## config.mk

```make
export PLATFORM = sky130hd
export DESIGN_NAME = mem_arbiter_flat
export DESIGN_NICKNAME = d
export VERILOG_FILES = /design/src/rtl/mem_arbiter_if.sv /design/src/rtl/mem_arbiter.sv /design/src/flat_wrapper.sv
export SDC_FILE = /design/constraint.sdc
export NUM_CORES = 1
export LEC_CHECK = 0
export ABC_AREA = 1
export CAP_MARGIN = 40
export CORE_UTILIZATION = 23
export DETAILED_ROUTE_END_ITERATION = 12
export PLACE_DENSITY = 0.47
export SLEW_MARGIN = 20
export SYNTH_ARGS = -nofsm -noshare
export SYNTH_HDL_FRONTEND = slang
export SYNTH_SLANG_ARGS = --single-unit
export TNS_END_PERCENT = 50
```

## constraint.sdc

```tcl
create_clock -name clk -period 2.1 [get_ports clk]
set_input_delay 0.42 -clock clk [delete_from_list [all_inputs] [get_ports clk]]
set_output_delay 0.42 -clock clk [all_outputs]
set_load 0.05 [all_outputs]
```

## src/rtl/mem_arbiter_if.sv

```systemverilog
// Bus bundle between the IF/MEM requesters, the unified memory and mem_arbiter.
// The arbiter connects through the slave modport; requesters and memory use master.
interface mem_arbiter_if #(
  parameter int ADDR_W = 16,
  parameter int DATA_W = 16
);
  logic              ifReq;
  logic [ADDR_W-1:0] ifAddr;
  logic              dataReq;
  logic              dataWr;
  logic [ADDR_W-1:0] dataAddr;
  logic [DATA_W-1:0] dataWrData;
  logic [DATA_W-1:0] memRdData;
  logic              memEn;
  logic              memWr;
  logic [ADDR_W-1:0] memAddr;
  logic [DATA_W-1:0] memWrData;
  logic [DATA_W-1:0] ifData;
  logic              ifDone;
  logic [DATA_W-1:0] dataRdData;
  logic              dataDone;
  logic              ifStall;
  logic              memStall;

  modport slave (
    input  ifReq, ifAddr, dataReq, dataWr, dataAddr, dataWrData, memRdData,
    output memEn, memWr, memAddr, memWrData, ifData, ifDone, dataRdData, dataDone,
           ifStall, memStall
  );

  modport master (
    output ifReq, ifAddr, dataReq, dataWr, dataAddr, dataWrData, memRdData,
    input  memEn, memWr, memAddr, memWrData, ifData, ifDone, dataRdData, dataDone,
           ifStall, memStall
  );
endinterface

```

## src/rtl/mem_arbiter.sv

```systemverilog
// Shares one multi-cycle memory port between fetch and the MEM stage; data wins
// arbitration except when a fetch was kept waiting through the previous data access.
module mem_arbiter #(
  parameter int LATENCY = 4,
  parameter int ADDR_W  = 16,
  parameter int DATA_W  = 16
) (
  input  logic          clk,
  input  logic          rst,
  mem_arbiter_if.slave  bus
);
  localparam logic [1:0] IDLE   = 2'd0;
  localparam logic [1:0] BUSY_D = 2'd1;
  localparam logic [1:0] BUSY_F = 2'd2;
  localparam logic [1:0] DONE   = 2'd3;
  localparam logic [3:0] CNT_INIT = 4'(LATENCY - 1);

  logic [1:0]        state_q, state_d;
  logic [3:0]        cnt_q, cnt_d;
  logic              fair_q, fair_d;
  logic              seen_q, seen_d;
  logic              sel_data_q, sel_data_d;
  logic              wr_q, wr_d;
  logic [ADDR_W-1:0] addr_q, addr_d;
  logic [DATA_W-1:0] wdata_q, wdata_d;
  logic [DATA_W-1:0] if_data_q, if_data_d;
  logic [DATA_W-1:0] rd_data_q, rd_data_d;
  logic              grant_f, grant_d, busy;

  assign grant_f = bus.ifReq & (fair_q | ~bus.dataReq);
  assign grant_d = bus.dataReq & ~(fair_q & bus.ifReq);
  assign busy    = (state_q == BUSY_D) || (state_q == BUSY_F);

  always_comb begin
    state_d    = state_q;
    cnt_d      = cnt_q;
    fair_d     = fair_q;
    seen_d     = seen_q;
    sel_data_d = sel_data_q;
    wr_d       = wr_q;
    addr_d     = addr_q;
    wdata_d    = wdata_q;
    if_data_d  = if_data_q;
    rd_data_d  = rd_data_q;
    case (state_q)
      IDLE: begin
        if (grant_f) begin
          state_d    = BUSY_F;
          addr_d     = bus.ifAddr;
          wdata_d    = '0;
          wr_d       = 1'b0;
          sel_data_d = 1'b0;
          fair_d     = 1'b0;
          cnt_d      = CNT_INIT;
        end else if (grant_d) begin
          state_d    = BUSY_D;
          addr_d     = bus.dataAddr;
          wdata_d    = bus.dataWrData;
          wr_d       = bus.dataWr;
          sel_data_d = 1'b1;
          seen_d     = bus.ifReq;
          cnt_d      = CNT_INIT;
        end
      end
      BUSY_D, BUSY_F: begin
        // Track whether fetch was waiting at any point of this data access
        if (state_q == BUSY_D) begin
          seen_d = seen_q | bus.ifReq;
        end
        if (cnt_q == 4'd0) begin
          state_d = DONE;
          if (state_q == BUSY_F) begin
            if_data_d = bus.memRdData;
          end else begin
            if (!wr_q) begin
              rd_data_d = bus.memRdData;
            end
            fair_d = seen_q | bus.ifReq;
          end
        end else begin
          cnt_d = cnt_q - 4'd1;
        end
      end
      default: state_d = IDLE;
    endcase
  end

  always_ff @(posedge clk or negedge rst) begin
    if (!rst) begin
      state_q    <= IDLE;
      cnt_q      <= '0;
      fair_q     <= 1'b0;
      seen_q     <= 1'b0;
      sel_data_q <= 1'b0;
      wr_q       <= 1'b0;
      addr_q     <= '0;
      wdata_q    <= '0;
      if_data_q  <= '0;
      rd_data_q  <= '0;
    end else begin
      state_q    <= state_d;
      cnt_q      <= cnt_d;
      fair_q     <= fair_d;
      seen_q     <= seen_d;
      sel_data_q <= sel_data_d;
      wr_q       <= wr_d;
      addr_q     <= addr_d;
      wdata_q    <= wdata_d;
      if_data_q  <= if_data_d;
      rd_data_q  <= rd_data_d;
    end
  end

  assign bus.memEn      = busy;
  assign bus.memWr      = (state_q == BUSY_D) & wr_q;
  assign bus.memAddr    = busy ? addr_q : '0;
  assign bus.memWrData  = (state_q == BUSY_D) ? wdata_q : '0;
  assign bus.ifData     = if_data_q;
  assign bus.dataRdData = rd_data_q;
  assign bus.ifDone     = (state_q == DONE) & ~sel_data_q;
  assign bus.dataDone   = (state_q == DONE) & sel_data_q;
  // Stalls drop in the done cycle so the pipeline register advances on that edge
  assign bus.ifStall    = bus.ifReq & ~bus.ifDone;
  assign bus.memStall   = bus.dataReq & ~bus.dataDone;
endmodule

```

## src/flat_wrapper.sv

```systemverilog
// flat-port wrapper written by rule: the top's interface ports become plain ports
module mem_arbiter_flat 
#(
  parameter int LATENCY = 4,
  parameter int ADDR_W  = 16,
  parameter int DATA_W  = 16
)
  (clk, rst, bus_ifReq, bus_ifAddr, bus_dataReq, bus_dataWr, bus_dataAddr, bus_dataWrData, bus_memRdData, bus_memEn, bus_memWr, bus_memAddr, bus_memWrData, bus_ifData, bus_ifDone, bus_dataRdData, bus_dataDone, bus_ifStall, bus_memStall);
  mem_arbiter_if #(.ADDR_W(ADDR_W), .DATA_W(DATA_W)) bus_i ();
  input  logic clk;
  input  logic rst;
  input wire logic [$bits(bus_i.ifReq)-1:0] bus_ifReq;
  input wire logic [$bits(bus_i.ifAddr)-1:0] bus_ifAddr;
  input wire logic [$bits(bus_i.dataReq)-1:0] bus_dataReq;
  input wire logic [$bits(bus_i.dataWr)-1:0] bus_dataWr;
  input wire logic [$bits(bus_i.dataAddr)-1:0] bus_dataAddr;
  input wire logic [$bits(bus_i.dataWrData)-1:0] bus_dataWrData;
  input wire logic [$bits(bus_i.memRdData)-1:0] bus_memRdData;
  output wire logic [$bits(bus_i.memEn)-1:0] bus_memEn;
  output wire logic [$bits(bus_i.memWr)-1:0] bus_memWr;
  output wire logic [$bits(bus_i.memAddr)-1:0] bus_memAddr;
  output wire logic [$bits(bus_i.memWrData)-1:0] bus_memWrData;
  output wire logic [$bits(bus_i.ifData)-1:0] bus_ifData;
  output wire logic [$bits(bus_i.ifDone)-1:0] bus_ifDone;
  output wire logic [$bits(bus_i.dataRdData)-1:0] bus_dataRdData;
  output wire logic [$bits(bus_i.dataDone)-1:0] bus_dataDone;
  output wire logic [$bits(bus_i.ifStall)-1:0] bus_ifStall;
  output wire logic [$bits(bus_i.memStall)-1:0] bus_memStall;
  assign bus_i.ifReq = bus_ifReq;
  assign bus_i.ifAddr = bus_ifAddr;
  assign bus_i.dataReq = bus_dataReq;
  assign bus_i.dataWr = bus_dataWr;
  assign bus_i.dataAddr = bus_dataAddr;
  assign bus_i.dataWrData = bus_dataWrData;
  assign bus_i.memRdData = bus_memRdData;
  assign bus_memEn = bus_i.memEn;
  assign bus_memWr = bus_i.memWr;
  assign bus_memAddr = bus_i.memAddr;
  assign bus_memWrData = bus_i.memWrData;
  assign bus_ifData = bus_i.ifData;
  assign bus_ifDone = bus_i.ifDone;
  assign bus_dataRdData = bus_i.dataRdData;
  assign bus_dataDone = bus_i.dataDone;
  assign bus_ifStall = bus_i.ifStall;
  assign bus_memStall = bus_i.memStall;
  mem_arbiter #(.LATENCY(LATENCY), .ADDR_W(ADDR_W), .DATA_W(DATA_W)) u_core (.clk(clk), .rst(rst), .bus(bus_i));
endmodule
```

==> results.toml <==
[status]
outcome = "finished, violations left"
violations = "design-rule violations"

[global_routing]
overflow = 0
grt_pass1_vias = 3502
grt_max_degree = 45
grt_pass1_wl_um = 17300
grt_usage = 0.142
antenna_found_initial = 0

[route]
first_pass_iters = 8
drt-total-wl_um = 10300
drt_iter0_drc = 185
via_per_inst = 4.27
vias = 3303
wire_per_inst_um = 13.3
drcViolationCount = 16
ant_nets = 0

[synth]
synth_cell_types = 19
yosysTopAreaCellShare = 0.533
synth_seq_cells = 74
post-synth-top-count-cell = "nand2_1"
synth_fp_nets = 517
avgSynthCellArea_um2 = 7.88
synth_warnings = 0
synthArstFlopShare = 1.00
synthTopCellsByArea = "dfrtp_1 (53%), nand2_1 (15%), o21ai_0 (8.4%)"
yosys_most_used_dff = "dfrtp_1"
syn_inst = 441
ys_seq_area_frac = 0.533
synth_top_area_cell = "dfrtp_1"
synth_common_cells = "nand2_1 (142), dfrtp_1 (74), inv_1 (62)"
netlist_area_um2 = 3480
synth_edf_count = 0

[critical_path]
slowest_delay_ps = 400
worstSetupPathType = "register to primary output"
critPathSlowestCell = "dfrtp_1"
required_ps = 1680
crit_buf_inv = 3
cp_cell_sequence = "buf_4, ha_1, inv_2, nor2_4, nor2_2, buf_12"
worst-path-max-fanout = 4
cp.arrival_ps = 1570
endpoint_kind = "primary output"
path_delay_family = "flip-flops"
critPathLaunchType = "register"

[sta]
final_hold_viol_count = 0
whs_ps = 22.3
setup_viol = 0
slew_headroom = 0.574
period_share = 0.947
maxSlewViolCount = 0
rsz0062_at_grt = "no"
finClkSkew_ps = 6.86
max_freq_mhz = 503
period_needed_ps = 1990
max_slew.worst_pin.slew_ps = 637

[power_and_ir_drop]
fin_total_pwr_mw = 11.3
vdd_ir_drop_max_mv = 0.758
p_leak_nw = 2.85
powerDensity_nw_per_um2 = 1920

[clocking]
cts_tree = "yes"
root_buffer = "clkbuf_16"
clock-sinks = 74
cts_buffers = 9
cts_buffer_depth = 2
htreeDepth = 3
clkLatencyLatePin_ps = 340
clk_transition_reported_paths_ps = 60

[cells_and_area]
layoutNonFillerInstCount = 773
area_growth_pct = 69.0
fin_nets = 660
diodes = 0
drive_above_1_share = 0.175

[floorplanning]
row_count = 44
die_x_um = 125
num_io_pins = 139
coreArea_um2 = 14600
die_height_um = 125
start_util = 0.237
die_area_um2 = 15600

[flow_run]
cap_violations = 0

[placement]
hpwl_um = 7420
io_buffers = 138
dp.cells = 754
gp_congestion = 0.791

[min_path]
min_path_type = "primary input to async pin"
[state kept, by name, indices dropped and copies added (netlist names)]
register               count
u_core.cnt_q               4
u_core.wdata_q            16
u_core.addr_q             16
u_core.state_q             2
u_core.bus.dataRdData     16
u_core.seen_q              1
u_core.sel_data_q          1
u_core.bus.ifData         16
u_core.fair_q              1
u_core.wr_q                1
[placed cells by master (no fill, tap or decap), types with 2 or more instances in the layout]
cell type | synthesis | routed
nor2_2 | 0 | 2
ha_1 | 7 | 6
o21ai_1 | 14 | 14
inv_1 | 62 | 50
clkbuf_16 | 0 | 9
buf_4 | 4 | 14
clkinvlp_4 | 0 | 13
nor2_1 | 26 | 23
nand2_1 | 142 | 132
o21ai_0 | 58 | 58
dfrtp_1 | 74 | 74
buf_12 | 0 | 39
inv_2 | 3 | 5
clkdlybuf4s50_1 | 0 | 99
nand3_1 | 28 | 28
nand2_2 | 1 | 11
[per-layer routing]
metal	vias to the layer above	part of all wire	wire, um	GRT usage
li1	1648	-	-	-
met1	1540	0.44	4500	0.173
met3	13	0.089	920	0.0539
met5	-	0	0	0
met2	102	0.46	4720	0.226
met4	0	0.017	172	0.0603
[worst paths after layout]
path / slack (ps) / from / to / cells past startpoint
hold reg to reg: 480 / u_core.wdata_q[14] / u_core.wdata_q[14] / 2
hold / removal: 20 / rst / u_core.bus.dataRdData[10] / 1
setup reg to reg: 510 / u_core.state_q[0] / u_core.cnt_q[2] / 8
setup / recovery: 110 / u_core.state_q[0] / bus_ifStall / 6
max in group asynchronous: 1490 / rst / u_core.bus.dataRdData[0] / 2
min in group clk: 480 / u_core.wdata_q[14] / u_core.wdata_q[14] / 2
[cell families after synthesis]
kind of cell,synth area share
adders and majority gates,0.0252
DFF,0.533
buffers and inverters,0.102
AOI/OAI and AO/OA,0.110
and+or+nand+nor,0.230
[per-stage QoR]
step                area (um^2)  utilization  setup TNS (ps)  setup slack [ps]
floorplan                  3520            -            -132             -21.9
global placement           5490        0.375               0               180
detailed placement         5490        0.375               0               146
CTS                        5810        0.397               0              3.63
global route               5880        0.401               0              18.5
finish                     5880        0.401               0               112
[final cells by class]
type / instances / area, um^2
clock inverters: 6 / 66.3
flip-flops and latches: 74 / 1850
fillers: 1458 / 8770
inverters: 65 / 282
multi-input cells: 281 / 1320
clock buffers: 10 / 239
repair buffers: 153 / 1890
well taps: 184 / 230
[what timing repair did]
item | 4_1_cts | 5_1_grt
hold endpoints to repair | 0 | 0
setup buffers | 2 | 1
setup endpoints to repair | 16 | 18
cloned | 0 | 0
resized for setup | 2 | 18
hold buffers | 0 | 0
[report_power, final]
group	switching, mW	internal [mW]
sequential	0.411	2.13
combinational	4.38	2.79
clock	0.614	0.951
Note: power is estimated with default switching activity, not from simulation.
